`src/rtl/psa_shift_pipe_pkg.sv`:
```
// -----------------------------------------------------------------------------
// psa_shift_pkg
// Shared types and constants for the psa_shift_pipe arithmetic/shift unit.
//   - op_e          : operation select encoding
//   - SAT_*         : lane saturation patterns (MSB bit and fill bit)
//   - s1_payload_t  : what stage 1 hands to stage 2
// The payload struct is sized by PSA_WIDTH / PSA_LANE. The top-level WIDTH and
// LANE parameters default to these values and must be kept equal to them.
// -----------------------------------------------------------------------------
package psa_shift_pkg;

  localparam int PSA_WIDTH  = 16;
  localparam int PSA_LANE   = 4;
  localparam int PSA_NLANES = PSA_WIDTH / PSA_LANE;

  typedef enum logic [2:0] {
    OP_ADD   = 3'b000,
    OP_SUB   = 3'b001,
    OP_PADD  = 3'b010,
    OP_PADDS = 3'b011,
    OP_SLL   = 3'b100,
    OP_SRA   = 3'b101,
    OP_ROR   = 3'b110,
    OP_ILL   = 3'b111
  } op_e;

  // Positive lane overflow clamps to 0111..1, negative to 1000..0.
  localparam logic SAT_POS_MSB  = 1'b0;
  localparam logic SAT_POS_FILL = 1'b1;
  localparam logic SAT_NEG_MSB  = 1'b1;
  localparam logic SAT_NEG_FILL = 1'b0;

  // lane_ovf doubles as the full-width overflow carrier for ADD/SUB: bit 0
  // holds the signed overflow and the other bits stay zero, so stage 2 can
  // form ovfl as a plain OR for every operation.
  typedef struct packed {
    logic [PSA_WIDTH-1:0]  raw;
    logic [PSA_NLANES-1:0] lane_ovf;
    logic [PSA_NLANES-1:0] lane_neg;
    op_e                   op;
  } s1_payload_t;

endpackage

```
`src/rtl/psa_shift_pipe_if.sv`:
```
// -----------------------------------------------------------------------------
// psa_shift_pipe_if
// Operand-issue and result-writeback bundle of psa_shift_pipe.
//   master : producer/consumer side (drives operands, out_ready)
//   slave  : the unit (drives in_ready, result and flags)
// Handshake: a transfer happens on a rising clk edge where valid & ready are
// both 1. A valid source holds its payload stable until that edge; ready may
// depend combinationally on the consumer's ready but never on valid. While
// out_valid & ~out_ready, result and all flags are frozen.
// -----------------------------------------------------------------------------
interface psa_shift_pipe_if #(
  parameter int WIDTH = 16
);
  logic             in_valid;
  logic             in_ready;
  logic [WIDTH-1:0] a;
  logic [WIDTH-1:0] b;
  logic [2:0]       op;
  logic             out_valid;
  logic             out_ready;
  logic [WIDTH-1:0] result;
  logic             ovfl;
  logic             zero;
  logic             neg;
  logic             err;

  modport master (
    output in_valid, a, b, op, out_ready,
    input  in_ready, out_valid, result, ovfl, zero, neg, err
  );

  modport slave (
    input  in_valid, a, b, op, out_ready,
    output in_ready, out_valid, result, ovfl, zero, neg, err
  );
endinterface

```
`src/rtl/psa_shift_pipe_lane_adder.sv`:
```
// -----------------------------------------------------------------------------
// lane_adder
// LANE-bit wrapping adder for one partition of the packed add.
//   i_a, i_b  : lane operands (two's complement)
//   o_sum     : i_a + i_b mod 2^LANE
//   o_ovf     : signed overflow of this lane
//   o_ovf_neg : 1 when the overflow went negative (only meaningful with o_ovf)
// -----------------------------------------------------------------------------
module lane_adder #(
  parameter int LANE = 4
) (
  input  logic [LANE-1:0] i_a,
  input  logic [LANE-1:0] i_b,
  output logic [LANE-1:0] o_sum,
  output logic            o_ovf,
  output logic            o_ovf_neg
);
  logic [LANE-1:0] w_sum;

  assign w_sum = i_a + i_b;
  assign o_sum = w_sum;
  // Overflow only when both operands share a sign and the sum flips it; the
  // direction of the overflow is then the operands' common sign.
  assign o_ovf     = (i_a[LANE-1] == i_b[LANE-1]) && (w_sum[LANE-1] != i_a[LANE-1]);
  assign o_ovf_neg = o_ovf & i_a[LANE-1];
endmodule

```
`src/rtl/psa_shift_pipe.sv`:
```
// -----------------------------------------------------------------------------
// psa_shift_pipe
// Two-stage pipelined add/sub, partitioned lane add (wrapping or saturating)
// and SLL/SRA/ROR shift unit, with a saturating count of delivered overflows.
//   clk      : clock, all state on rising edge
//   rst      : synchronous active-high reset
//   bus      : psa_shift_pipe_if.slave (operand issue + result writeback)
//   clr_cnt  : synchronous clear of ovf_cnt (wins over an increment)
//   ovf_cnt  : saturating count of result handshakes with ovfl=1
// Stage 1 computes the raw result and overflow vectors; stage 2 applies lane
// saturation and registers the result with its flags.
// -----------------------------------------------------------------------------
module psa_shift_pipe
  import psa_shift_pkg::*;
#(
  parameter int WIDTH = PSA_WIDTH,
  parameter int LANE  = PSA_LANE,
  parameter int CNT_W = 8
) (
  input  logic             clk,
  input  logic             rst,
  input  logic             clr_cnt,
  output logic [CNT_W-1:0] ovf_cnt,
  psa_shift_pipe_if.slave  bus
);
  localparam int NLANES = WIDTH / LANE;
  localparam int AW     = $clog2(WIDTH);
  localparam logic [LANE-1:0]  LANE_SAT_POS = {SAT_POS_MSB, {(LANE-1){SAT_POS_FILL}}};
  localparam logic [LANE-1:0]  LANE_SAT_NEG = {SAT_NEG_MSB, {(LANE-1){SAT_NEG_FILL}}};
  localparam logic [CNT_W-1:0] CNT_MAX      = '1;

  // ---------------------------------------------------------------------------
  // Pipeline enables: the ready path is combinational back to the input so a
  // full pipe can shift in the same cycle the consumer takes a result.
  // ---------------------------------------------------------------------------
  logic r_s1_valid;
  logic r_out_valid;
  logic w_s2_en;
  logic w_s1_en;
  logic w_out_fire;

  assign w_s2_en    = ~r_out_valid | bus.out_ready;
  assign w_s1_en    = ~r_s1_valid | w_s2_en;
  assign w_out_fire = r_out_valid & bus.out_ready;

  // ---------------------------------------------------------------------------
  // Stage 1 datapath
  // ---------------------------------------------------------------------------
  op_e              w_op;
  logic [AW-1:0]    w_amt;
  logic [WIDTH-1:0] w_add;
  logic [WIDTH-1:0] w_sub;
  logic             w_add_ovf;
  logic             w_sub_ovf;
  logic [WIDTH-1:0] w_sll;
  logic [WIDTH-1:0] w_sra;
  logic [WIDTH-1:0] w_ror;
  logic [WIDTH-1:0] w_lane_sum;
  logic [NLANES-1:0] w_lane_ovf;
  logic [NLANES-1:0] w_lane_neg;
  s1_payload_t      w_s1_next;

  assign w_op  = op_e'(bus.op);
  assign w_amt = bus.b[AW-1:0];

  assign w_add = bus.a + bus.b;
  assign w_sub = bus.a + ~bus.b + WIDTH'(1);
  assign w_add_ovf = (bus.a[WIDTH-1] == bus.b[WIDTH-1]) && (w_add[WIDTH-1] != bus.a[WIDTH-1]);
  assign w_sub_ovf = (bus.a[WIDTH-1] != bus.b[WIDTH-1]) && (w_sub[WIDTH-1] != bus.a[WIDTH-1]);

  assign w_sll = bus.a << w_amt;
  assign w_sra = $signed(bus.a) >>> w_amt;

  // Rotate right: output bit i comes from input bit (i + amt) mod WIDTH; the
  // AW-bit index wraps naturally because WIDTH is a power of two.
  always_comb begin
    w_ror = '0;
    for (int i = 0; i < WIDTH; i++) begin
      w_ror[i] = bus.a[w_amt + AW'(i)];
    end
  end

  for (genvar g = 0; g < NLANES; g++) begin : g_lane
    lane_adder #(
      .LANE (LANE)
    ) u_lane_adder (
      .i_a       (bus.a[g*LANE +: LANE]),
      .i_b       (bus.b[g*LANE +: LANE]),
      .o_sum     (w_lane_sum[g*LANE +: LANE]),
      .o_ovf     (w_lane_ovf[g]),
      .o_ovf_neg (w_lane_neg[g])
    );
  end

  always_comb begin
    w_s1_next    = '0;
    w_s1_next.op = w_op;
    case (w_op)
      OP_ADD: begin
        w_s1_next.raw         = w_add;
        w_s1_next.lane_ovf[0] = w_add_ovf;
      end
      OP_SUB: begin
        w_s1_next.raw         = w_sub;
        w_s1_next.lane_ovf[0] = w_sub_ovf;
      end
      OP_PADD, OP_PADDS: begin
        w_s1_next.raw      = w_lane_sum;
        w_s1_next.lane_ovf = w_lane_ovf;
        w_s1_next.lane_neg = w_lane_neg;
      end
      OP_SLL:  w_s1_next.raw = w_sll;
      OP_SRA:  w_s1_next.raw = w_sra;
      OP_ROR:  w_s1_next.raw = w_ror;
      default: w_s1_next.raw = '0;
    endcase
  end

  // ---------------------------------------------------------------------------
  // Stage 1 register
  // ---------------------------------------------------------------------------
  s1_payload_t r_s1;

  always_ff @(posedge clk) begin
    if (rst) begin
      r_s1_valid <= 1'b0;
      r_s1       <= '0;
    end else if (w_s1_en) begin
      r_s1_valid <= bus.in_valid;
      if (bus.in_valid) begin
        r_s1 <= w_s1_next;
      end
    end
  end

  // ---------------------------------------------------------------------------
  // Stage 2: saturation and flags
  // ---------------------------------------------------------------------------
  logic [WIDTH-1:0] w_s2_result;
  logic             w_s2_ovfl;
  logic             w_s2_err;

  always_comb begin
    w_s2_result = r_s1.raw;
    if (r_s1.op == OP_PADDS) begin
      for (int l = 0; l < NLANES; l++) begin
        if (r_s1.lane_ovf[l]) begin
          w_s2_result[l*LANE +: LANE] = r_s1.lane_neg[l] ? LANE_SAT_NEG : LANE_SAT_POS;
        end
      end
    end
  end

  assign w_s2_ovfl = |r_s1.lane_ovf;
  assign w_s2_err  = (r_s1.op == OP_ILL);

  logic [WIDTH-1:0] r_result;
  logic             r_ovfl;
  logic             r_zero;
  logic             r_neg;
  logic             r_err;

  always_ff @(posedge clk) begin
    if (rst) begin
      r_out_valid <= 1'b0;
      r_result    <= '0;
      r_ovfl      <= 1'b0;
      r_zero      <= 1'b0;
      r_neg       <= 1'b0;
      r_err       <= 1'b0;
    end else if (w_s2_en) begin
      r_out_valid <= r_s1_valid;
      if (r_s1_valid) begin
        r_result <= w_s2_result;
        r_ovfl   <= w_s2_ovfl;
        r_zero   <= (w_s2_result == '0);
        r_neg    <= w_s2_result[WIDTH-1];
        r_err    <= w_s2_err;
      end
    end
  end

  // ---------------------------------------------------------------------------
  // Overflow event counter
  // ---------------------------------------------------------------------------
  logic [CNT_W-1:0] r_ovf_cnt;

  always_ff @(posedge clk) begin
    if (rst) begin
      r_ovf_cnt <= '0;
    end else if (clr_cnt) begin
      r_ovf_cnt <= '0;
    end else if (w_out_fire && r_ovfl && (r_ovf_cnt != CNT_MAX)) begin
      r_ovf_cnt <= r_ovf_cnt + CNT_W'(1);
    end
  end

  // ---------------------------------------------------------------------------
  // Outputs
  // ---------------------------------------------------------------------------
  assign bus.in_ready  = w_s1_en;
  assign bus.out_valid = r_out_valid;
  assign bus.result    = r_result;
  assign bus.ovfl      = r_ovfl;
  assign bus.zero      = r_zero;
  assign bus.neg       = r_neg;
  assign bus.err       = r_err;
  assign ovf_cnt       = r_ovf_cnt;

endmodule

```
`src/flat_wrapper.sv`:
```
// flat-port wrapper written by rule: the top's interface ports become plain ports
module psa_shift_pipe_flat import psa_shift_pkg::*;
#(
  parameter int WIDTH = PSA_WIDTH,
  parameter int LANE  = PSA_LANE,
  parameter int CNT_W = 8
)
  (clk, rst, clr_cnt, ovf_cnt, bus_in_valid, bus_a, bus_b, bus_op, bus_out_ready, bus_in_ready, bus_out_valid, bus_result, bus_ovfl, bus_zero, bus_neg, bus_err);
  psa_shift_pipe_if #(.WIDTH(WIDTH)) bus_i ();
  input  logic clk;
  input  logic rst;
  input  logic clr_cnt;
  output logic [CNT_W-1:0] ovf_cnt;
  input wire logic [$bits(bus_i.in_valid)-1:0] bus_in_valid;
  input wire logic [$bits(bus_i.a)-1:0] bus_a;
  input wire logic [$bits(bus_i.b)-1:0] bus_b;
  input wire logic [$bits(bus_i.op)-1:0] bus_op;
  input wire logic [$bits(bus_i.out_ready)-1:0] bus_out_ready;
  output wire logic [$bits(bus_i.in_ready)-1:0] bus_in_ready;
  output wire logic [$bits(bus_i.out_valid)-1:0] bus_out_valid;
  output wire logic [$bits(bus_i.result)-1:0] bus_result;
  output wire logic [$bits(bus_i.ovfl)-1:0] bus_ovfl;
  output wire logic [$bits(bus_i.zero)-1:0] bus_zero;
  output wire logic [$bits(bus_i.neg)-1:0] bus_neg;
  output wire logic [$bits(bus_i.err)-1:0] bus_err;
  assign bus_i.in_valid = bus_in_valid;
  assign bus_i.a = bus_a;
  assign bus_i.b = bus_b;
  assign bus_i.op = bus_op;
  assign bus_i.out_ready = bus_out_ready;
  assign bus_in_ready = bus_i.in_ready;
  assign bus_out_valid = bus_i.out_valid;
  assign bus_result = bus_i.result;
  assign bus_ovfl = bus_i.ovfl;
  assign bus_zero = bus_i.zero;
  assign bus_neg = bus_i.neg;
  assign bus_err = bus_i.err;
  psa_shift_pipe #(.WIDTH(WIDTH), .LANE(LANE), .CNT_W(CNT_W)) u_core (.clk(clk), .rst(rst), .clr_cnt(clr_cnt), .ovf_cnt(ovf_cnt), .bus(bus_i));
endmodule
```
`config.mk`:
```
export PLATFORM = sky130hd
export DESIGN_NAME = psa_shift_pipe_flat
export DESIGN_NICKNAME = d
export VERILOG_FILES = /design/src/rtl/psa_shift_pipe_pkg.sv /design/src/rtl/psa_shift_pipe_if.sv /design/src/rtl/psa_shift_pipe_lane_adder.sv /design/src/rtl/psa_shift_pipe.sv /design/src/flat_wrapper.sv
export SDC_FILE = /design/constraint.sdc
export NUM_CORES = 1
export LEC_CHECK = 0
export ABC_AREA = 1
export BUFFER_PORTS_ARGS = -buffer_cell sky130_fd_sc_hd__buf_2
export CAP_MARGIN = 0
export CORE_MARGIN = 5
export CORE_UTILIZATION = 30
export CTS_BUF_LIST = sky130_fd_sc_hd__clkbuf_4
export DETAILED_ROUTE_END_ITERATION = 16
export GPL_TIMING_DRIVEN = 0
export PLACE_DENSITY = 0.52
export SYNTH_ARGS = -nofsm -noshare
export SYNTH_HDL_FRONTEND = slang
export SYNTH_SLANG_ARGS = --single-unit
export TNS_END_PERCENT = 10
```
`constraint.sdc`:
```
create_clock -name clk -period 5.2 [get_ports clk]
set_input_delay 0.26 -clock clk [delete_from_list [all_inputs] [get_ports clk]]
set_output_delay 0.26 -clock clk [all_outputs]
set_load 0.02 [all_outputs]
```
== After elaboration in Yosys (flattened, before gate mapping) ==
Index checks and enable logic that the tools add are counted.

* Output and inout port bits: 30
* Bits of input ports: 40
* Flip-flop bits (word level): 57
* Word-level logic and storage cells: 143

* $add $sub $neg: 23
* Order comparisons: 16
* Eq/ne operators: 20
* Reductions and logical operators: 15
* Bitwise operators: 10
* Mux-type cells: 45
* Shift-type cells: 2

{| class="wikitable"
|+ Operators with widths
! operator !! number
|-
| one-hot mux 16 bit (6 select lines) || 1
|-
| less-than comparator 4 x 5 -> 1 bit (second input constant) || 16
|-
| binary-select mux 1 bit (select 4 bit) || 16
|-
| two-way mux 4 bit || 9
|-
| adder 16 bit || 2
|-
| adder 4 bit (second input constant) || 8
|-
| adder 16 x 1 -> 16 bit (second input constant) || 1
|-
| adder 4 x 3 -> 4 bit (second input constant) || 4
|-
| adder 4 bit || 4
|-
| logical NOT 16 bit || 1
|-
| two-way mux 1 bit || 16
|-
| two-way mux 16 bit || 1
|-
| NOT 16 bit || 1
|-
| left shift 16 x 4 -> 16 bit || 1
|-
| >>> shifter 16 x 4 -> 16 bit || 1
|-
| == test 3 bit (second input constant) || 4
|-
| == test 3 x 2 -> 1 bit (second input constant) || 3
|-
| adder 4 x 2 -> 4 bit (second input constant) || 2
|-
| adder 8 x 1 -> 8 bit (second input constant) || 1
|-
| logical AND 1 bit || 8
|-
| != test 8 bit (second input constant) || 1
|-
| != test 1 bit || 7
|-
| bitwise AND 1 bit || 5
|-
| adder 4 x 1 -> 4 bit (second input constant) || 1
|-
| 10 further kinds || 17
|}

== Longest topological paths before layout ==
Gate-level depths: netlist of run 1.

* Depth after elaboration: 6
* Gate-level depth with buffers: 20

== By module ==
Synthesis of run 1 repeated with hierarchy kept, for this count alone.

* Cells, all modules: 1348
* Area, all modules: 7572.3 sq um

{| class="wikitable"
|+ By module, submodules not included
! module !! area an instance (sq um) !! times used !! cells each
|-
| psa_shift_pipe || 6861.6 || 1 || 1228
|-
| lane_adder || 177.7 || 4 || 30
|}

== Worst setup path before layout of run 1 ==
OpenSTA, ideal clock, no wires.

* Path type: input -> register
* Start: input port bus_b[2]
* End: register u_core.r_s1[26] (netlist bit)
* Data arrival time: 2049 ps
* Path slack: 3019 ps
* Stages on the path: 17
* Cell sequence: buf_4 inv_2 buf_2 ha_1 buf_4 nor2_2 nand2_1 nand2_1 nand2_1 nand2_1 nand2_1 nand2_1 nand2_1 nand3_1 nand2_1 o21bai_1 a21oi_1

* Longest elaborated chain between the ends: 4
* Elaborated cells between the ends (all ways): 10
* Classes of those cells: 4 x add/sub; 2 x shift; 3 x mux; 1 x bitwise

{| class="wikitable"
|+ RTL lines
! what !! line !! source
|-
| start, declared || flat_wrapper.sv:16 || <nowiki>input wire logic [$bits(bus_i.b)-1:0] bus_b;</nowiki>
|-
| NOT 16 bit or adder 4 bit (tied branches) || psa_shift_pipe.sv:67, psa_shift_pipe.sv:79 ||
|-
| adder 16 bit or binary-select mux 1 bit (select 4 bit) (tied branches) || psa_shift_pipe.sv:67, psa_shift_pipe.sv:79 ||
|-
| adder 16 x 1 -> 16 bit or two-way mux 1 bit (tied branches) || psa_shift_pipe.sv:67, psa_shift_pipe.sv:79 ||
|-
| one-hot mux 16 bit (6 select lines) * || psa_shift_pipe.sv:98 || <nowiki>case (w_op)</nowiki>
|-
| end signal, assigned || psa_shift_pipe.sv:131 || <nowiki>r_s1 <= w_s1_next;</nowiki>
|-
| end, declared || psa_shift_pipe.sv:122 || <nowiki>s1_payload_t r_s1;</nowiki>
|}

Mark *: on every way between the ends. The rest lies on a longest branch, timed or not. The select of a mux whose other input is x is not followed.
A chain may end at the register's enable or synchronous reset.

== Worst setup path after layout of run 1 ==
* Start: input port bus_b[2]
* End: register u_core.r_s1[22] (netlist bit)

The elaborated chain is that of the path after synthesis.

==> results.toml, run 1 <==
[grt]
grt_overflow_total = 0
grt_start_max_net_pins = 16
grt_pass1_wl_um = 44200
grt_use_met1 = 0.298
use_met3 = 0.0246
use_met2 = 0.335
grt_pass1_vias = 7872
grt_usage = 0.211
antenna_found_initial = 0
top_usage_layer = "met2"

[clocking]
h-tree-depth = 2
clk_pin_slew_worst_paths_ns = 0.16
cts_num_sinks = 56
postCtsHoldBufs = 0
clk_path_buf_depth = 2
cts_root_buf = "clkbuf_4"
clock_latency_ns = 0.37
cts_setup_buffers = 0
ctsResizeCount = 0
cts_tree = "built"
cts_buffers = 5

[worst_setup_path]
critPathArrivalTime_ns = 2.87
crit_path_cell_trace = "buf_2 -> buf_4 -> inv_2 -> buf_2 -> ha_1 -> buf_4 -> nand2_1 -> nand2_1 -> inv_1 -> nand2_1 -> nand2_1 -> nand2_1 -> nand2_1 -> nand2_1 -> nand2_1 -> nand3_1 -> nand2_1 -> inv_1 -> nand2_1 -> nand2_1 -> a21oi_1"
worstPathRequired_ns = 5.51
crit_fanout = 13
worst_path_most_repeated_cell = "nand2_1"
cp_num_buf_inv = 7
cpPeakStageDelay_ns = 0.37
critPathTopFamily = "buffers and inverters"
crit_type = "primary input to flip-flop"
critPathCaptureType = "flip-flop"
worst_path_max_delay_cell = "buf_2"
r2r_slack_ns = 3.25
cp-start-kind = "primary input"

[synth]
syn_area_per_cell_um2 = 5.50
ys_types = 44
synth-seq-cells = 56
synth_edf_count = 0
synth-main-ff-cell = "dfxtp_1"
netlist_area_um2 = 6990
async_flop_share = 0
yosys_warnings = 0
ys_seq_area_frac = 0.160
synth_nets = 1356
syn_inst = 1272

[drt]
vias = 8453
post-route-drc-count = 0
first_pass_iters = 5
ant_nets = 0
drt-total-wl_um = 28700
drt_iter0_markers = 830
routed_via_density = 5.09
wl_per_cell_um = 17.3

[floorplanning]
core_um2 = 22800
fp.dieH_um = 163
die_area_um2 = 26500
dieWidth_um = 163
initial_core_util = 0.307
ios = 70
rows = 55

[pwr]
vdd_drop_max_mv = 0.0911
p_switching_mw = 0.615
p_int_mw = 0.721
total_power_mw = 1.34
power_density_nw_per_um2 = 172
pwr-share-seq = 0.348
leakage_nw = 4.20
p_clk_frac = 0.145
p_sw_frac = 0.460
combinationalPowerShare = 0.507

[sta]
rsz0062_at_grt = "false"
finalHoldViolations = 0
fmax_mhz = 391
drv_slew = 0
relSlewSlack = 0.636
period_needed_ns = 2.56
finalCritPeriodShare = 0.492
setup_viol = 0
tightest_slew_ns = 0.546
fin_setup_tns_ns = 0
skew_ns = 0.0156

[final_layout]
top_register = "u_core.r_s1"
diodes = 0
largest_register_ffs = 27
drive_gt1_frac = 0.113
final_common_cell = "nand2_1"
layout_common_cells = "404 x nand2_1, 247 x nand3_1, 167 x inv_1, 94 x buf_2, 84 x nor2_1"
final_nets = 1430
area_growth_pct = 11.2

[placement]
portBuffers = 67
dpl.hpwl_um = 23800
place_congestion = 0.984

[run_status]
status = "finished, final reports clean"

[run]
cap_violations = 0

[min_path]
holdCritPathClass = "primary input to flip-flop"
[stage by stage]
step,area (µm²),hold WS [ns],setup slack (ns),utilization,instances
2_1_floorplan,6990,0.406,3.02,-,1272
3_3_place_gp,7720,0.451,2.26,0.339,1652
3_5_place_dp,7720,0.451,2.26,0.339,1652
4_1_cts,7780,0.159,2.66,0.341,1660
5_1_grt,7780,0.194,2.47,0.341,1660
6_report,7780,0.174,2.64,0.341,1660
[final timing paths]
check	from	endpoint	depth (start not counted)
max reg2reg	u_core.r_s1[2]	u_core.bus.zero	8
min	bus_out_ready	u_core.bus.out_valid	4
min reg2reg	u_core.ovf_cnt[7]	u_core.ovf_cnt[7]	2
max	bus_b[2]	u_core.r_s1[22]	21
[cell type report]
class / instances / area (µm²)
tap: 313 / 392
clock inverter: 1 / 3.75
clock buffer: 7 / 52.6
timing repair buffer: 67 / 335
multi-input combinational: 993 / 4940
inverter: 173 / 652
sequential: 56 / 1120
buffer: 50 / 279
fill: 2662 / 15000
[synthesized netlist by cell type (2+ instances only)]
library cell / number / share of area
nand2_2: 16 / 0.014
nor4_1: 4 / 0.0036
buf_6: 4 / 0.0064
nor2_4: 2 / 0.0032
o21ai_0: 35 / 0.025
a21oi_1: 70 / 0.050
a211oi_1: 3 / 0.0032
o211ai_1: 10 / 0.011
nand3b_1: 3 / 0.0032
nand3_1: 247 / 0.18
ha_1: 39 / 0.070
o21ai_1: 8 / 0.0057
or2_2: 4 / 0.0036
nor3_1: 6 / 0.0043
clkbuf_1: 10 / 0.0054
and2_1: 6 / 0.0054
fa_1: 5 / 0.014
nor2_2: 6 / 0.0054
nand4_1: 16 / 0.014
dfxtp_1: 56 / 0.16
buf_4: 7 / 0.0075
inv_1: 167 / 0.090
inv_2: 5 / 0.0027
nand2_1: 404 / 0.22
nor2_1: 84 / 0.045
xor2_1: 5 / 0.0063
buf_2: 27 / 0.019
a21oi_2: 2 / 0.0025
o21bai_1: 3 / 0.0032
a31oi_1: 4 / 0.0036
[power by group through the flow]
stage,registers (mW),logic (mW),clock network [mW]
after floorplan,0.483,0.440,0
after global placement,0.475,0.668,0
after detailed placement,0.475,0.666,0
after CTS,0.466,0.670,0.202
after global routing,0.469,0.753,0.220
final,0.466,0.677,0.194
[tightest hold or removal path, delay by kind of cell]
| family | cells | cell delay (ns) |
|---|---|---|
| and+or+nand+nor | 1 | 0.08 |
| AOI/OAI and AO/OA | 1 | 0.06 |
| buffers and inverters | 2 | 0.13 |
[cell families (layout without fill, tap and decap cells)]
family / after synthesis / after routing / synth area share
flip-flops: 56 / 56 / 0.160
XOR/XNOR: 8 / 8 / 0.0122
AND/OR/NAND/NOR: 800 / 800 / 0.499
buffers and inverters: 223 / 298 / 0.133
AO/OA/AOI/OAI: 141 / 141 / 0.111
adder cells (fa/ha/maj): 44 / 44 / 0.0841
[per-layer routing]
metal  wire, µm  up-vias
met5          0        -
met4        962        0
met3       1690       40
met2      12700      283
met1      13400     3868
li1           -     4262
Note: power is estimated with default switching activity, not from simulation.
==> run 2: changes to the inputs <==
- PLACE_DENSITY: 0.52 -> 0.54
- clock period: 5.2 -> 2.3 ns (I/O delays scaled with it)
==> results.toml, run 2 (synthesis gave the netlist of run 1 again) <==
[run_status]
status = "finished, final reports clean"

[sta]
finalCritPeriodShare = 0.942
skew_ns = 0.00871
tightest_slew_ns = 0.601
period_needed_ns = 2.17
setup_viol = 0
finalHoldViolations = 0
rsz0062_at_grt = "false"
fmax_mhz = 462
relSlewSlack = 0.599
drv_slew = 0
worst_slack_ns = 0.134

[worst_setup_path]
critPathCaptureType = "flip-flop"
crit_type = "primary input to flip-flop"
crit_fanout = 15
cpPeakStageDelay_ns = 0.27
cp-start-kind = "primary input"
worst_path_max_delay_cell = "ha_1"
worst_path_most_repeated_cell = "nand3_1"
critPathArrivalTime_ns = 2.42
rr_startpoint = "u_core.r_s1[2]"
crit_path_cell_trace = "clkbuf_4 -> buf_2 -> inv_1 -> buf_6 -> ha_1 -> buf_2 -> inv_2 -> nand3_1 -> nand3_1 -> nand3_1 -> nand3_1 -> nand3_1 -> nor2_1 -> nand2_1 -> nand2_1 -> a21oi_1"
r2r_slack_ns = 0.45
startpoint = "bus_b[1]"
worstPathRequired_ns = 2.55

[drt]
routed_via_density = 5.10
first_pass_iters = 5
wl_per_cell_um = 16.9
ant_nets = 0
vias = 8469
drt-total-wl_um = 28000
drt_iter0_markers = 898
post-route-drc-count = 0

[final_layout]
layout_common_cells = "404 x nand2_1, 247 x nand3_1, 166 x inv_1, 90 x buf_2, 82 x nor2_1"
fin_cells = 1659
drive_gt1_frac = 0.115
top_register = "u_core.r_s1"
final_cell_area_um2 = 7790
largest_register_ffs = 27
area_growth_pct = 11.4
diodes = 0
final_nets = 1429
final_common_cell = "nand2_1"

[floorplanning]
rows = 55
die_area_um2 = 26500
core_um2 = 22800
ios = 70
dieWidth_um = 163
fp.dieH_um = 163
initial_core_util = 0.307

[clocking]
clk_path_buf_depth = 2
cts_tree = "built"
clk_pin_slew_worst_paths_ns = 0.16
postCtsHoldBufs = 0
clock_latency_ns = 0.37
h-tree-depth = 2
cts_buffers = 5
cts_num_sinks = 56
cts_root_buf = "clkbuf_4"
cts_setup_buffers = 0

[grt]
grt_use_met1 = 0.285
grt_overflow_total = 0
antenna_found_initial = 0
top_usage_layer = "met2"
grt_pass1_wl_um = 42900
grt_usage = 0.204
grt_pass1_vias = 7729
grt_start_max_net_pins = 17
use_met2 = 0.333
use_met3 = 0.0223

[pwr]
leakage_nw = 4.20
vdd_drop_max_mv = 0.225
power_density_nw_per_um2 = 385
total_power_mw = 3.00

[placement]
place_congestion = 0.973
dp.cells = 1652
dpl.hpwl_um = 22900
place_ws_ns = -0.512
portBuffers = 67
placed_area_um2 = 7720

[min_path]
hold_path.startpoint = "bus_out_ready"
holdCritPathClass = "primary input to flip-flop"

[run]
cap_violations = 0
run 2: cell count changes in the layout (fill, tap and decap cells not counted), sizes merged:
cell,delta
clkbuf,-1
buf,-2
clkinv,+2
run 2: through the flow:
stage / hold slack (ns) / util / TNS (ns)
6_report: 0.0224 / 0.342 / 0
5_1_grt: 0.0388 / 0.342 / 0
4_1_cts: 0.0165 / 0.341 / 0
3_5_place_dp: 0.430 / 0.339 / -5.13
3_3_place_gp: 0.424 / 0.339 / -5.02
2_1_floorplan: 0.261 / - / 0
run 2: final cells by class:
| class | count | area (µm²) |
|---|---|---|
| timing repair buffer | 67 | 338 |
| multi-input combinational | 993 | 4950 |
| tap | 313 | 392 |
| inverter | 173 | 652 |
| buffer | 49 | 290 |
| fill | 2661 | 15000 |
| clock buffer | 5 | 37.5 |
| sequential | 56 | 1120 |
| clock inverter | 3 | 13.8 |
run 2: worst paths after layout:
path                                to  depth (start not counted)
hold / removal    u_core.bus.out_valid                          4
setup / recovery       u_core.r_s1[20]                         16
hold reg to reg      u_core.ovf_cnt[7]                          2
setup reg to reg       u_core.bus.zero                          8
run 2: what timing repair did:
item	in CTS	in global routing
setup endpoints to repair	2	10
endpoints found under the hold margin	0	0
resized for setup	2	8
run 2: per-layer routing:
metal	routed length (µm)	vias to the layer above
li1	-	4259
met1	12900	3853
met2	12500	313
met3	1820	44
met4	796	0
met5	0	-
run 2: report_power, final:
group          internal, mW  total [mW]  switching (mW)  leakage [nW]
registers              1.02        1.05          0.0318         0.457
logic                 0.469        1.53            1.06          3.71
clock network         0.114       0.418           0.304        0.0324
total                  1.61        3.00            1.40          4.20
run 2: critical path, delay by kind of cell:
kind            cells  cell delay, ns
fa+ha+maj           1            0.27
simple gates        8            1.01
buf+inv             6            0.97
compound gates      1            0.06
==> run 3: changes to the inputs <==
- CORE_UTILIZATION: 30 -> 57
- PLACE_DENSITY: 0.54 -> 0.86
==> results.toml, run 3 (synthesis gave the netlist of run 1 again) <==
[run_status]
status = "finished, final reports clean"

[grt]
antenna_found_initial = 0
grt_pass1_wl_um = 41400
grt_usage = 0.357
grt_start_max_net_pins = 20
grt_pass1_vias = 7991
grt_overflow_total = 0

[sta]
period_needed_ns = 2.11
fmax_mhz = 474
tightest_slew_ns = 0.730
fin_setup_tns_ns = 0
rsz0062_at_grt = "false"
skew_ns = 0.0168
setup_viol = 0
relSlewSlack = 0.513
finalCritPeriodShare = 0.917
finalHoldViolations = 0
drv_slew = 0

[clocking]
cts_root_buf = "clkbuf_4"
clk_path_buf_depth = 2
cts_tree = "built"
clock_latency_ns = 0.40
h-tree-depth = 2
cts_setup_buffers = 0
cts_buffers = 5
clk_pin_slew_worst_paths_ns = 0.15
cts_num_sinks = 56

[final_layout]
diodes = 0
final_nets = 1429
final_core_util = 0.632
nFillCells = 1229
area_growth_pct = 8.59
top_register = "u_core.r_s1"
fin_cells = 1493
largest_register_ffs = 27
layout_common_cells = "403 x nand2_1, 246 x nand3_1, 166 x inv_1, 91 x buf_2, 84 x nor2_1"
drive_gt1_frac = 0.115
final_common_cell = "nand2_1"

[placement]
portBuffers = 67
dpl.hpwl_um = 21200
dp.cells = 1486
place_congestion = 1.03

[floorplanning]
rows = 40
dieWidth_um = 121
core_um2 = 12000
ios = 70
die_area_um2 = 14600
initial_core_util = 0.582
fp.dieH_um = 121

[drt]
vias = 8798
ant_nets = 0
drt_iter0_markers = 1081
wl_per_cell_um = 17.6
drt-total-wl_um = 26300
routed_via_density = 5.89
post-route-drc-count = 0
first_pass_iters = 6

[worst_setup_path]
cpPeakStageDelay_ns = 0.40
critPathArrivalTime_ns = 2.39
crit_fanout = 15
cp_num_buf_inv = 4
crit_type = "primary input to flip-flop"
worstPathRequired_ns = 2.58
critPathCaptureType = "flip-flop"
critPathTopFamily = "simple AND/OR/NAND/NOR gates"
worst_path_most_repeated_cell = "nand2_1"
cp-start-kind = "primary input"
crit_path_cell_trace = "buf_2 -> buf_2 -> inv_1 -> clkbuf_4 -> ha_1 -> nor2_2 -> nand2_1 -> nand2_2 -> nand2_1 -> nand2_1 -> nand2_1 -> nand2_1 -> nand2_1 -> nand3_1 -> nand2_1 -> o21bai_1 -> a21oi_1"
worst_path_max_delay_cell = "ha_1"

[pwr]
p_clk_frac = 0.151
leakage_nw = 4.20
vdd_drop_max_mv = 0.241
combinationalPowerShare = 0.501
pwr-share-seq = 0.348
p_sw_frac = 0.466
power_density_nw_per_um2 = 399
p_switching_mw = 1.41
p_int_mw = 1.62

[run]
cap_violations = 0

[min_path]
holdCritPathClass = "primary input to flip-flop"
==> run 3: metal layers <==
layer / track usage / routed length, µm / share of wire / up-vias
met5: 0 / 0 / 0 / -
met4: 0.169 / 1450 / 0.055 / 0
met3: 0.0449 / 2650 / 0.10 / 98
met2: 0.591 / 11800 / 0.45 / 567
met1: 0.459 / 10500 / 0.40 / 3862
li1: - / - / - / 4271
==> run 3: path summary, 6_finish.rpt <==
path,start,to,slack (ns),depth (start not counted)
min,bus_out_ready,u_core.bus.out_valid,0.009,4
max,bus_b[1],u_core.r_s1[26],0.19,17
max reg2reg,u_core.r_s1[2],u_core.bus.zero,0.49,8
min reg2reg,u_core.ovf_cnt[7],u_core.ovf_cnt[7],0.48,2
==> run 3: stage by stage <==
step	power, mW	cell area, µm²	setup WS [ns]	hold slack [ns]
5_1_grt	3.23	7590	0.0288	0.0281
4_1_cts	2.98	7580	0.0811	0.000496
3_5_place_dp	2.53	7510	-0.458	0.429
2_1_floorplan	2.09	6990	0.264	0.261
6_report	3.03	7590	0.192	0.00884
3_3_place_gp	2.51	7510	-0.438	0.422
==> run 3: area by class of cell <==
class                      instances  area [µm²]  area share
multi-input combinational        993        4950       0.652
buffer                            49         290      0.0382
clock buffer                       5        37.5     0.00494
inverter                         173         652      0.0858
sequential                        56        1120       0.148
clock inverter                     3        25.0     0.00329
tap                              147         184      0.0242
timing repair buffer              67         335      0.0442
==> run 3: worst min-delay path, stage by stage <==
cell and delay, ns:
buf_2 0.08, inv_1 0.05, nand2_1 0.07, a21oi_1 0.06
==> run 3: timing repair <==
action | CTS | global route
setup endpoints to repair | 1 | 8
pin swaps | 0 | 0
gates resized for setup | 1 | 7
hold buffers | 0 | 0
==> run 3: power groups by stage <==
stage,clock (mW),combinational [mW],sequential (mW)
after floorplan,0,0.996,1.09
after global routing,0.500,1.67,1.06
after global placement,0,1.44,1.07
after detailed placement,0,1.46,1.07
after CTS,0.459,1.46,1.05
final,0.458,1.52,1.05
